[src/rtl/if_stage.sv]
// Instruction-fetch stage with IF/ID pipeline register.
// Owns the PC, drives a req/ready instruction-memory handshake, honours the
// decode-stage stall and redirects fetch on decode-resolved branch/jump.
// Optional feature macro: IF_DELAY_SLOT_EN (one architectural delay slot).
//
// state   | meaning
// --------+-----------------------------------------------------------
// S_FETCH | request outstanding at pc; word consumed when it returns
// S_HOLD  | word returned during stall; parked in hold buffer, no request
module if_stage #(
    parameter logic [31:0] RESET_PC = 32'h0000_0000,
    parameter logic [31:0] NOP_INST = 32'h0000_0000
) (
    input  logic        clk,
    input  logic        rst,
    input  logic        stall,
    input  logic [1:0]  pcsource,
    input  logic [31:0] bpc,
    input  logic [31:0] jpc,
    output logic        imem_req,
    output logic [31:0] imem_addr,
    input  logic        imem_ready,
    input  logic [31:0] imem_rdata,
    output logic [31:0] pc4,
    output logic [31:0] inst,
    output logic        if_valid
);

`ifdef IF_DELAY_SLOT_EN
    localparam bit SLOT = 1'b1;
`else
    localparam bit SLOT = 1'b0;
`endif

    typedef enum logic {S_FETCH, S_HOLD} state_t;

    state_t      state, state_nx;
    logic        run;
    logic [31:0] pc, pc_nx;
    logic [31:0] hold_inst, hold_pc4;
    logic        load_hold;
    logic        kill, kill_nx;
    logic        pend, pend_nx;
    logic [31:0] pend_tgt, pend_tgt_nx;
    logic [31:0] pc4_nx, inst_nx;
    logic        valid_nx;

    logic        redir;
    logic [31:0] redir_tgt;
    logic [31:0] pc_plus4;
    logic        deliver;
    logic        squash;
    logic [31:0] word;
    logic [31:0] word_pc4;

    // Redirect qualification and datapath selects.
    always_comb begin
        redir     = if_valid & ~stall & ((pcsource == 2'b01) | (pcsource == 2'b10));
        redir_tgt = (pcsource == 2'b01) ? bpc : jpc;
        pc_plus4  = pc + 32'd4;
        deliver   = run & ~stall & ((state == S_HOLD) | imem_ready);
        squash    = redir & ~SLOT;
        word      = (state == S_HOLD) ? hold_inst : imem_rdata;
        word_pc4  = (state == S_HOLD) ? hold_pc4 : pc_plus4;
        imem_req  = run & (state == S_FETCH);
        imem_addr = pc;
    end

    // Next-state, next-PC and IF/ID update decisions.
    always_comb begin
        state_nx    = state;
        pc_nx       = pc;
        kill_nx     = kill;
        pend_nx     = pend;
        pend_tgt_nx = pend_tgt;
        pc4_nx      = pc4;
        inst_nx     = inst;
        valid_nx    = if_valid;
        load_hold   = 1'b0;
        if (deliver) begin
            if (kill | squash) begin
                inst_nx  = NOP_INST;
                valid_nx = 1'b0;
            end else begin
                pc4_nx   = word_pc4;
                inst_nx  = word;
                valid_nx = 1'b1;
            end
            pc_nx    = pend ? pend_tgt : (redir ? redir_tgt : pc_plus4);
            kill_nx  = 1'b0;
            pend_nx  = 1'b0;
            state_nx = S_FETCH;
        end else if (run && state == S_FETCH && imem_ready && stall) begin
            load_hold = 1'b1;
            state_nx  = S_HOLD;
        end else if (run && state == S_FETCH && !imem_ready && !stall) begin
            inst_nx  = NOP_INST;
            valid_nx = 1'b0;
            if (redir) begin
                pend_nx     = 1'b1;
                pend_tgt_nx = redir_tgt;
                if (!SLOT) kill_nx = 1'b1;
            end
        end
    end

    // Control state: FSM, PC, kill and redirect-pending registers.
    always_ff @(posedge clk or posedge rst) begin
        if (rst) begin
            state    <= S_FETCH;
            run      <= 1'b0;
            pc       <= RESET_PC;
            kill     <= 1'b0;
            pend     <= 1'b0;
            pend_tgt <= 32'd0;
        end else begin
            state    <= state_nx;
            run      <= 1'b1;
            pc       <= pc_nx;
            kill     <= kill_nx;
            pend     <= pend_nx;
            pend_tgt <= pend_tgt_nx;
        end
    end

    // Hold buffer parks a word that returned while decode was stalled.
    always_ff @(posedge clk or posedge rst) begin
        if (rst) begin
            hold_inst <= NOP_INST;
            hold_pc4  <= 32'd0;
        end else if (load_hold) begin
            hold_inst <= imem_rdata;
            hold_pc4  <= pc_plus4;
        end
    end

    // IF/ID pipeline register.
    always_ff @(posedge clk or posedge rst) begin
        if (rst) begin
            pc4      <= 32'd0;
            inst     <= NOP_INST;
            if_valid <= 1'b0;
        end else begin
            pc4      <= pc4_nx;
            inst     <= inst_nx;
            if_valid <= valid_nx;
        end
    end

endmodule

[config.mk]
export PLATFORM = sky130hd
export DESIGN_NAME = if_stage
export DESIGN_NICKNAME = d
export VERILOG_FILES = /design/src/rtl/if_stage.sv
export SDC_FILE = /design/constraint.sdc
export NUM_CORES = 1
export LEC_CHECK = 0
export CORE_MARGIN = 2
export CORE_UTILIZATION = 50
export CTS_CLUSTER_DIAMETER = 80
export DETAILED_ROUTE_END_ITERATION = 8
export GPL_ROUTABILITY_DRIVEN = 0
export PLACE_DENSITY = 0.79
export REMOVE_ABC_BUFFERS = 1
export SLEW_MARGIN = 15
export SYNTH_ARGS = -nofsm -noshare
export SYNTH_HDL_FRONTEND = slang
export SYNTH_SLANG_ARGS = --single-unit
[constraint.sdc]
create_clock -name clk -period 12.65 [get_ports clk]
set_input_delay 1.8975 -clock clk [delete_from_list [all_inputs] [get_ports clk]]
set_output_delay 1.8975 -clock clk [all_outputs]
set_load 0.01 [all_outputs]
## Word level (Yosys, flattened, before mapping)

Cells that the tools add are included.

- Add/subtract/negate cells: 1
- Multiply operators: 0
- Divide/modulo/power cells: 0
- $lt $le $gt $ge: 0
- Eq/ne operators: 3
- Shifts and indexed selects: 0
- Mux-type cells: 21
- Bitwise gates (word level): 13
- Reductions and logical operators: 14

Operators with widths:

| cell | number |
|---|---|
| two-way mux 32 bit | 9 |
| adder 32 x 3 -> 32 bit, second input constant | 1 |
| two-way mux 1 bit | 12 |
| nonzero test 2 bit | 3 |
| AND 1 bit | 5 |
| logical AND 1 bit | 5 |
| NOT 1 bit | 5 |
| AND reduction 2 bit | 2 |
| AND reduction 4 bit | 1 |
| OR 1 bit | 3 |
| AND reduction 3 bit | 1 |
| equality test 2 x 1 -> 1 bit, second input constant | 1 |
| equality test 2 bit, second input constant | 1 |
| zero test 1 bit | 2 |
| inequality test 2 bit, second input constant | 1 |

- Bits in registers: 196
- Bits in latches: 0
- Bits in writable memories: 0
- Memory bits (read-only): 0
- Input port bits: 102
- Output and inout bits: 98
- Word-level logic and storage cells: 62
- Memories: 0

## Depth between registers and ports, before layout

Gate-level depths: netlist of the first run.

- Word-level depth: 7
- Mapped depth: 10
- Mapped depth without buffers: 7

## Least setup slack after synthesis of the first run

Ideal clock, no wire load.

- Path kind: input to register
- Start: input pcsource[1]
- End: register pc[13] (netlist: imem_addr[13])
- Setup time: 0.132 ns
- Arrival time: 3.714 ns
- Data required time: 12.518 ns
- Setup slack: 8.805 ns
- Cell stages on the path: 10
- Buffers on the path: 3
- Path through: inv_1 ha_1 or3b_2 clkbuf_1 nand2b_1 clkbuf_1 buf_2 nor2_1 a221oi_1 o2bb2ai_1

- Word-level cells in the longest chain between the ends: 5
- Elaborated cells on any way between the ends: 7
- Those cells by class: 2 x eq/ne; 3 x mux; 2 x bitwise

RTL lines:

| what | RTL line | text |
|---|---|---|
| from (decl) | 17 | `input logic [1:0] pcsource,` |
| equality test 2 x 1 -> 1 bit or equality test 2 bit (tied branches) | 58, 59 |  |
| OR 1 bit | 58 | `redir = if_valid & ~stall & ((pcsource == 2'b01) \| (pcsource == 2'b10));` |
| AND 1 bit | 58 |  |
| two-way mux 32 bit * (2 in series) | 89 | `pc_nx = pend ? pend_tgt : (redir ? redir_tgt : pc_plus4);` |
| to (signal assigned) | 119 | `pc <= pc_nx;` |
| to (decl) | 39 | `logic [31:0] pc, pc_nx;` |

Every way passes the cells marked *; elsewhere a longest branch is shown, timed or not.
A chain may end at the register's enable or synchronous reset.

## Worst setup path in the final report of the first run

- Start: input pcsource[1]
- End: register pc4[17]

- Word-level cells in the longest chain between the ends: 6
- Elaborated cells on any way between the ends: 7
- Those cells by class: 2 x eq/ne; 4 x bitwise; 1 x reduce/logical

RTL lines:

| what | RTL line | text |
|---|---|---|
| equality test 2 x 1 -> 1 bit or equality test 2 bit (tied branches) | 58 |  |
| OR 1 bit * | 58 |  |
| AND 1 bit * | 58 |  |
| OR 1 bit * | 81 | `if (kill \| squash) begin` |
| NOT 1 bit (no source line) * | - |  |
| AND reduction 2 bit (no source line) * | - |  |
| to (signal assigned) | 144 | `pc4 <= pc4_nx;` |
| to (decl) | 24 | `output logic [31:0] pc4,` |

Marked as above.

==> summary.txt, run 1 <==
Register Area - 4910 um2
DR pass1 iterations - 5
mean routed wirelength per cell - 17.1 um
Max Cap Viol - 0
clock root cell - clkbuf_16
Seq/Total Area, Yosys - 51.8%
pins over their slew limit - 0
Yosys top cell area share - 51.8%
status - finished clean
Slowest cell on crit path - nand2b_1
FF-to-FF End - hold_pc4[26]
global-route wire length before repair - 38.2 mm
starting density of the core - 50.8%
worst skew pair latency - 0.44 ns
Final Cycle Share - 37.0%
crit path cell chain - clkdlybuf4s50_1, inv_1, ha_2, or3b_2, nand2b_1, nor2_1, buf_4, nand2_1, o211ai_1
Gate power share - 32.8%
worst vdd rail ir drop - 0.0973 mV
setup ws final - 7.97 ns
Fill cells - 1,488
Seq cells post-synth - 196
power per cell area - 190 nW/um2
CTS resizes - 0
CTS Buf Count - 17
fin cells - 1,361
hold buffers post-CTS - 0
CP Capture Type - register
share of layout cells above drive strength 1 - 9.49%
hold_sp - pend_tgt[8]
Antenna Cells - 0
number of vias per cell - 5.64
Mapped Cells - 959
Reg power frac - 45.1%
starting DRC count in detailed routing - 486
Slew @ Worst Pin - 1.07 ns
die area - 20,100 um2
Setup Buffers After CTS - 0
CP Data Arrival Time - 5.04 ns
die height - 142 um
# port buffers - 199
Critical Path Source Type - input pin
Worst Path Buf+Inv - 3
fraction of registers with async set/reset - 100%
CTS tree - done
EDFF count, synth - 0
Cell Rows - 50
Core ar. - 18,600 um2
final number of setup-violating endpoints - 0
worst min path class - reg -> reg
Leakage - 5.06 nW
P_sw - 787 uW
die width - 142 um
reg2reg start - imem_addr[2]
Clk pwr share - 22.1%
Synth top cells by count - dfrtp_1 (196), o21ai_0 (145), nand2_1 (136)
Setup WS pre-CTS - 7.50 ns
Overflow after GRT - 0
Placed Cells - 1,329
r2r setup slk - 9.57 ns
Fin Setup TNS - 0 ns
CP peak stage delay - 0.73 ns
Final Hold Vio Count - 0
H-tree Lvls - 4
worst rel slew slack - 28.4%
area of the multi-input gates - 4230 um2
CP Data Required Time - 13.00 ns
top-count cell post-synth - dfrtp_1
Ports - 200
synth top area cells - dfrtp_1 (52%), o21ai_0 (7.7%), mux2i_1 (7.5%)
Pint - 1.52 mW
fin crit period - 4.68 ns
Tot GR Track Use - 23.9%
Ys Warns - 0
Remaining DRCs - 0
DP HPWL - 15.5 mm
sink of the worst hold path - pend_tgt[8]
worst-path maximum fanout - 27
WS Path Type - in -> reg
f_max - 0.213 GHz
NumNets Final - 1,218
Clock Tree Buf Depth - 2
top_reg_cell synth - dfrtp_1
worst hold margin - 0.475 ns
cells on worst reg2reg path - 6
CTS Sinks - 196
Worst-path clk slew - 0.07 ns
Mean Syn Cell Area - 9.88 um2
Syn Std Cell Area - 9480 um2
CP top delay family - simple AND/OR/NAND/NOR gates
number of antenna violations at the first check in global routing - 0
largest area contributor in the netlist - dfrtp_1
Final ANT Viol Nets - 0
via count - 7,681
vias in the first global route - 7,616
Fin Clk Skew - 0.00969 ns
post-synthesis cell type count - 53
WL final - 23.3 mm
Hold Path Depth - 2
switch share - 34.1%
Area growth, synth to finish - 28.1%
RSZ-0062 raised after global routing - false
largest net degree at the start of global routing - 126
## final cells by class
class / instances / share of cell area, %
clock buffers: 22 / 3.99
inverters: 20 / 0.680
flip-flops and latches: 196 / 40.4
repair buffers: 208 / 17.0
clock inverters: 10 / 0.618
multi-input cells: 671 / 34.9
well taps: 234 / 2.41
## layout by cell type (no fill, tap or decap), types with 19 or more instances in the layout
cell type / count
nor2_1: 33
clkdlybuf4s50_1: 199
mux2i_1: 71
nor3_1: 40
o21ai_0: 145
a21oi_1: 45
mux2_2: 50
nand2_1: 135
dfrtp_1: 194
inv_1: 19
## worst max-delay path by stage
stage,cells after the start,startpoint,slack [ns],endpoint
after global placement,9,pcsource[1],7.61,pc4[17]
after floorplan,1,rst,5.41,hold_inst[0]
after detailed placement,9,pcsource[1],7.50,pc4[17]
after CTS,9,pcsource[1],7.96,pc4[17]
final,9,pcsource[1],7.97,pc4[17]
after global routing,9,pcsource[1],7.72,pc4[20]
## cells by family after synthesis
kind of cell | share of synthesized area (%)
xor gates and xnor gates | 1.85
DFF | 51.8
other | 0.0396
AOI/OAI and AO/OA | 15.0
buffers and inverters | 3.80
muxes | 13.4
adders and majority gates | 0.264
and+or+nand+nor | 13.9
## metal layers
layer	track usage [%]	wire, um
met1	31.8	10300
met2	40.1	11400
met3	4.08	1160
met4	8.16	460
met5	0	0
## worst reg2reg max path, delay by kind of cell (launching register included)
family / cells / cell delay, ns
fa+ha+maj: 1 / 0.35
xor+xnor: 1 / 0.34
simple gates: 3 / 1.54
flops: 1 / 0.53
compound gates: 1 / 0.16
## registers in the layout (all words and copies together) (netlist names)
name,count
pend_tgt,32
hold_pc4,32
if_valid,1
pend,1
imem_addr,32
inst,32
state,1
pc4,32
hold_inst,32
run,1
## per-stage QoR
step | power (mW) | util, % | instance area (um2)
detailed placement | 1.81 | 62.1 | 11600
global route | 2.45 | 65.1 | 12100
floorplan | 1.40 | - | 9190
finish | 2.31 | 65.1 | 12100
CTS | 2.32 | 65.1 | 12100
global placement | 1.77 | 62.1 | 11600
## power by group through the flow
stage	logic, mW	registers [mW]	clock network [mW]
detailed placement	0.759	1.05	0
CTS	0.764	1.04	0.519
finish	0.758	1.04	0.510
floorplan	0.339	1.06	0
global route	0.834	1.07	0.539
global placement	0.736	1.04	0
No activity file was read; power rests on OpenSTA's default activity.
==> inputs of run 2 (changes only) <==
- clock period: 12.65 -> 4.8 ns (I/O delays scaled with it)
==> run 2 against run 1 <==
Wire length is 0.66% lower. Via count is 0.36% higher. Sequential power grew to 2.6 times the previous value. Clock power grew to 2.9 times the previous value. Critical endpoint is now pc4[0]. Combinational power grew to 2.7 times the previous value. Count of clock-buffer cells in the layout is 4 lower. Largest power group unchanged.
==> summary.txt, run 2 (synthesized netlist as in run 1, its figures left out) <==
status - finished clean (unchanged)
number of vias per cell - 5.65 (was 5.64)
most frequent cells in the layout - clkdlybuf4s50_1 (199), dfrtp_1 (194), o21ai_0 (145) (unchanged)
die area - 20,100 um2 (unchanged)
Area growth, synth to finish - 29.1% (was 28.1%)
hold buffers post-CTS - 0 (unchanged)
Ports - 200 (unchanged)
FF-to-FF End - hold_pc4[26] (unchanged)
Critical Path Source Type - input pin (unchanged)
Pint - 4.14 mW (was 1.52 mW)
commonest non-fill, non-tap cell in the layout - clkdlybuf4s50_1 (unchanged)
starting DRC count in detailed routing - 570 (was 486)
Overflow after GRT - 0 (unchanged)
Worst Path Buf+Inv - 3 (unchanged)
CP peak stage delay - 0.93 ns (was 0.73 ns)
WL final - 23.2 mm (was 23.3 mm)
Clk pwr share - 23.9% (was 22.1%)
mean routed wirelength per cell - 17.0 um (was 17.1 um)
CTS tree - done (unchanged)
Final Hold Vio Count - 0 (unchanged)
Hold Path Depth - 2 (unchanged)
Reg power frac - 43.5% (was 45.1%)
setup ws final - 1.31 ns (was 7.97 ns)
Final ANT Viol Nets - 0 (unchanged)
worst-path maximum fanout - 30 (was 27)
cells on worst reg2reg path - 6 (unchanged)
NumNets Final - 1,221 (was 1,218)
crit path cell chain - clkdlybuf4s50_1, inv_1, ha_2, nor3b_2, nor2_1, nand2_2, buf_4, nand2_1, o21ai_0 (was clkdlybuf4s50_1, inv_1, ha_2, or3b_2, nand2b_1, nor2_1, buf_4, nand2_1, o211ai_1)
Slew @ Worst Pin - 1.24 ns (was 1.07 ns)
CTS Buf Count - 17 (unchanged)
# port buffers - 199 (unchanged)
r2r setup slk - 1.69 ns (was 9.57 ns)
CP Data Required Time - 5.09 ns (was 13.00 ns)
RSZ-0062 raised after global routing - false (unchanged)
total power draw - 6.24 mW (was 2.31 mW)
fin crit period - 3.49 ns
switch share - 33.7% (was 34.1%)
Worst Setup SP - pcsource[1] (unchanged)
CTS Sinks - 196 (unchanged)
sink of the worst hold path - hold_pc4[19] (was pend_tgt[8])
Final Cycle Share - 72.6%
WS Path Type - in -> reg (unchanged)
worst rel slew slack - 16.8% (was 28.4%)
die width - 142 um (unchanged)
DP HPWL - 15.6 mm (was 15.5 mm)
clock root cell - clkbuf_16 (unchanged)
Cell Rows - 50 (unchanged)
Tot GR Track Use - 23.5% (was 23.9%)
Worst-path clk slew - 0.07 ns (about the same)
starting density of the core - 50.8% (unchanged)
Remaining DRCs - 0 (unchanged)
CP Capture Type - register (unchanged)
worst hold margin - 0.480 ns (was 0.475 ns)
CP top delay family - simple AND/OR/NAND/NOR gates (unchanged)
CP Data Arrival Time - 3.78 ns (was 5.04 ns)
Leakage - 5.11 nW (was 5.06 nW)
DR pass1 iterations - 5 (unchanged)
global-route wire length before repair - 37.6 mm (was 38.2 mm)
vias in the first global route - 7,106 (was 7,616)
largest net degree at the start of global routing - 131 (was 126)
Setup Buffers After CTS - 0 (unchanged)
Antenna Cells - 0 (unchanged)
Slowest cell on crit path - nor2_1 (was nand2b_1)
via count - 7,709 (was 7,681)
share of layout cells above drive strength 1 - 9.73% (was 9.49%)
Core ar. - 18,600 um2 (unchanged)
CTS resizes - 0 (unchanged)
die height - 142 um (unchanged)
f_max - 0.287 GHz
hold_sp - hold_pc4[19] (was pend_tgt[8])
Setup WS pre-CTS - 0.964 ns (was 7.50 ns)
Clock Tree Buf Depth - 2 (unchanged)
worst skew pair latency - 0.43 ns (was 0.44 ns)
Fin Clk Skew - 0.0159 ns (was 0.00969 ns)
reg2reg start - imem_addr[2] (unchanged)
worst min path class - reg -> reg (unchanged)
H-tree Lvls - 4 (unchanged)
pins over their slew limit - 0 (unchanged)
Gate power share - 32.6% (was 32.8%)
worst vdd rail ir drop - 0.283 mV (was 0.0973 mV)
P_sw - 2.10 mW (was 787 uW)
Max Cap Viol - 0 (unchanged)
number of antenna violations at the first check in global routing - 0 (unchanged)
final number of setup-violating endpoints - 0 (unchanged)
power per cell area - 510 nW/um2 (was 190 nW/um2)
run 2: cell types whose count changed in the layout (fill, tap and decap cells not counted), sizes merged:
| cell | change |
|---|---|
| bufinv | +3 |
| inv | +6 |
| clkbuf | -4 |
| buf | +3 |
| clkinv | -5 |
run 2: worst min-delay path, delay by kind of cell, from the launching register on:
family           cells  cell delay [ns]
flip-flops           1             0.34
AND/OR/NAND/NOR      1             0.05
AO/OA/AOI/OAI        1             0.06
run 2: power by group through the flow:
stage / Sequential [mW] / Clock, mW / Combinational (mW)
5_1_grt: 2.80 / 1.59 / 2.23
6_report: 2.71 / 1.49 / 2.03
3_5_place_dp: 2.73 / 0 / 2.04
3_3_place_gp: 2.70 / 0 / 1.98
4_1_cts: 2.71 / 1.51 / 2.04
2_1_floorplan: 2.79 / 0 / 0.893
run 2: per-layer routing:
layer / track usage [%] / up-vias / share of wire [%]
met5: 0 / - / 0
met4: 6.11 / 0 / 1.6
met3: 4.49 / 27 / 5.6
met2: 36.7 / 254 / 47
met1: 34.0 / 3706 / 46
li1: - / 3722 / -
run 2: area by class of cell:
class / instances / area [um2]
tap: 234 / 293
fill: 1449 / 6410
clock inverter: 14 / 189
inverter: 20 / 82.6
timing repair buffer: 211 / 2090
clock buffer: 18 / 429
multi-input combinational: 671 / 4230
sequential: 196 / 4910
run 2: worst max-delay path by stage:
stage | to | slack, ns | cells after the start
4_1_cts | pc4[0] | 1.40 | 9
6_report | pc4[0] | 1.31 | 9
2_1_floorplan | hold_inst[0] | -1.26 | 1
3_3_place_gp | pc4[1] | 0.93 | 9
5_1_grt | pc4[2] | 1.22 | 9
3_5_place_dp | pc4[0] | 0.96 | 9
run 2: per-stage QoR:
stage | setup TNS, ns | instance area [um2] | utilization (%) | std cells
after global placement | 0 | 11600 | 62.3 | 1332
after floorplan | -247.08 | 9190 | - | 887
after CTS | 0 | 12200 | 65.6 | 1364
after global routing | 0 | 12200 | 65.6 | 1364
final | 0 | 12200 | 65.6 | 1364
after detailed placement | 0 | 11600 | 62.3 | 1332
==> inputs of run 3 (changes only) <==
- clock period: 4.8 -> 3.3 ns (I/O delays scaled with it)
==> run 3 against run 2 <==
Sequential share of layout area fell by 0.35 points. First-iteration DRC count is 23% higher. Sequential power is 46% higher. Global-route usage increased by 0.88 points. Worst setup slack lost 0.78 ns. Hold slack lost 0.0026 ns. Combinational power up 47%. Wire length rose by 2.5%. Count of clock-buffer cells in the layout up 2. Cell area rose by 0.88%. Total power grew 46%. Critical endpoint is now imem_addr[26]. Largest power group unchanged.
==> summary.txt, run 3 (synthesized netlist as in run 1, its figures left out) <==
H-tree Lvls - 4 (unchanged)
commonest non-fill, non-tap cell in the layout - clkdlybuf4s50_1 (unchanged)
starting density of the core - 50.8% (unchanged)
Worst-path clk slew - 0.07 ns (about the same)
global-route wire length before repair - 38.9 mm (was 37.6 mm)
power per cell area - 736 nW/um2 (was 510 nW/um2)
Slew @ Worst Pin - 0.825 ns (was 1.24 ns)
fin cells - 1,376 (was 1,364)
DP HPWL - 16.4 mm (was 15.6 mm)
Setup Buffers After CTS - 0 (unchanged)
die area - 20,100 um2 (unchanged)
Antenna Cells - 0 (unchanged)
number of vias per cell - 5.66 (was 5.65)
share of layout cells above drive strength 1 - 10.8% (was 9.73%)
worst vdd rail ir drop - 0.451 mV (was 0.283 mV)
Final ANT Viol Nets - 0 (unchanged)
status - finished clean (unchanged)
Tot GR Track Use - 24.4% (was 23.5%)
Critical Path Source Type - register (was input pin)
crit path cell chain - ha_1, nand4_1, or3_1, or4_4, o31a_1, o22ai_1 (was clkdlybuf4s50_1, inv_1, ha_2, nor3b_2, nor2_1, nand2_2, buf_4, nand2_1, o21ai_0)
die height - 142 um (unchanged)
Final Cycle Share - 83.8%
number of antenna violations at the first check in global routing - 0 (unchanged)
CTS resizes - 0 (unchanged)
pins over their slew limit - 0 (unchanged)
fin crit period - 2.77 ns
total power draw - 9.08 mW (was 6.24 mW)
Ports - 200 (unchanged)
Clock Tree Buf Depth - 2 (unchanged)
hold buffers post-CTS - 0 (unchanged)
Remaining DRCs - 0 (unchanged)
Placed Cells - 1,344 (was 1,332)
via count - 7,793 (was 7,709)
Slowest cell on crit path - or3_1 (was nor2_1)
worst skew pair latency - 0.44 ns (was 0.43 ns)
Core ar. - 18,600 um2 (unchanged)
worst min path class - reg -> reg (unchanged)
Overflow after GRT - 0 (unchanged)
reg2reg start - imem_addr[2] (unchanged)
hold_sp - inst[19] (was hold_pc4[19])
most frequent cells in the layout - clkdlybuf4s50_1 (199), dfrtp_1 (194), o21ai_0 (145) (unchanged)
Cell Rows - 50 (unchanged)
CTS tree - done (unchanged)
RSZ-0062 raised after global routing - false (unchanged)
Area growth, synth to finish - 30.2% (was 29.1%)
worst-path maximum fanout - 11 (was 30)
Leakage - 5.18 nW (was 5.11 nW)
starting DRC count in detailed routing - 699 (was 570)
Worst Setup SP - imem_addr[2] (was pcsource[1])
DR pass1 iterations - 6 (was 5)
worst rel slew slack - 44.5% (was 16.8%)
area of the multi-input gates - 4230 um2 (unchanged)
NumNets Final - 1,233 (was 1,221)
CP Data Required Time - 3.65 ns (was 5.09 ns)
CP Data Arrival Time - 3.12 ns (was 3.78 ns)
clock root cell - clkbuf_16 (unchanged)
Fin Clk Skew - 0.0123 ns (was 0.0159 ns)
Max Cap Viol - 0 (unchanged)
largest net degree at the start of global routing - 76 (was 131)
mean routed wirelength per cell - 17.2 um (was 17.0 um)
WS Path Type - reg -> reg (was in -> reg)
final number of setup-violating endpoints - 0 (unchanged)
die width - 142 um (unchanged)
Final Hold Vio Count - 0 (unchanged)
CTS Buf Count - 17 (unchanged)
Fill cells - 1,460 (was 1,449)
# port buffers - 199 (unchanged)
CTS Sinks - 196 (unchanged)
CP Capture Type - register (unchanged)
WL final - 23.7 mm (was 23.2 mm)
f_max - 0.361 GHz
vias in the first global route - 7,626 (was 7,106)
CP peak stage delay - 0.63 ns (was 0.93 ns)
Register Area - 4910 um2 (unchanged)
[run 3: changes by cell type in the layout (fill, tap and decap cells not counted)]
cell | previous run | this run
buf_12 | 1 | 3
bufinv_16 | 3 | 2
clkbuf_1 | 1 | 0
clkbuf_8 | 0 | 3
buf_4 | 11 | 21
inv_6 | 4 | 2
clkinv_2 | 1 | 2
inv_8 | 4 | 3
clkinv_4 | 2 | 3
[run 3: through the flow]
| step | util, % | instance area (um2) | TNS, ns | worst slack (ns) | hold WS (ns) |
|---|---|---|---|---|---|
| final | 66.2 | 12300 | 0 | 0.534 | 0.478 |
| after CTS | 66.2 | 12300 | 0 | 0.550 | 0.485 |
| after floorplan | - | 9190 | -628.85 | -2.54 | 0.442 |
| after detailed placement | 62.9 | 11700 | 0 | 0.547 | 0.463 |
| after global routing | 66.2 | 12300 | 0 | 0.398 | 0.498 |
| after global placement | 62.9 | 11700 | 0 | 0.613 | 0.456 |
[run 3: worst max-delay path, delay by kind of cell, from the launching register on]
family	cells	cell delay [ns]
DFF	1	0.49
AOI/OAI and AO/OA	2	0.40
and+or+nand+nor	3	1.48
adders and majority gates	1	0.31
[run 3: worst paths after layout]
check | to | cells past startpoint | slack, ns
setup / recovery | imem_addr[26] | 6 | 0.53
hold / removal | inst[19] | 2 | 0.48
setup reg to reg | imem_addr[26] | 6 | 0.53
hold reg to reg | inst[19] | 2 | 0.48
max in group asynchronous | hold_pc4[19] | 3 | 2.04
min in group asynchronous | inst[5] | 2 | 0.52
[run 3: final cells by class]
cell class,instances,area share (%)
clock inverters,12,1.17
well taps,234,2.37
clock buffers,20,3.78
multi-input cells,671,34.3
flip-flops and latches,196,39.8
repair buffers,223,17.9
inverters,20,0.669
[run 3: where the power goes]
part / total [mW] / internal [mW] / leakage [nW] / switching [mW]
clock network: 2.14 / 1.19 / 0.301 / 0.946
logic: 2.98 / 1.56 / 2.42 / 1.42
registers: 3.96 / 3.25 / 2.45 / 0.713
total: 9.08 / 6.00 / 5.18 / 3.08
[run 3: routing by layer]
metal	global-route usage (%)	vias up	wire length, um
met3	4.32	50	1400
li1	-	3739	-
met4	9.00	0	577
met1	33.8	3726	10500
met2	38.7	278	11200
met5	0	-	0
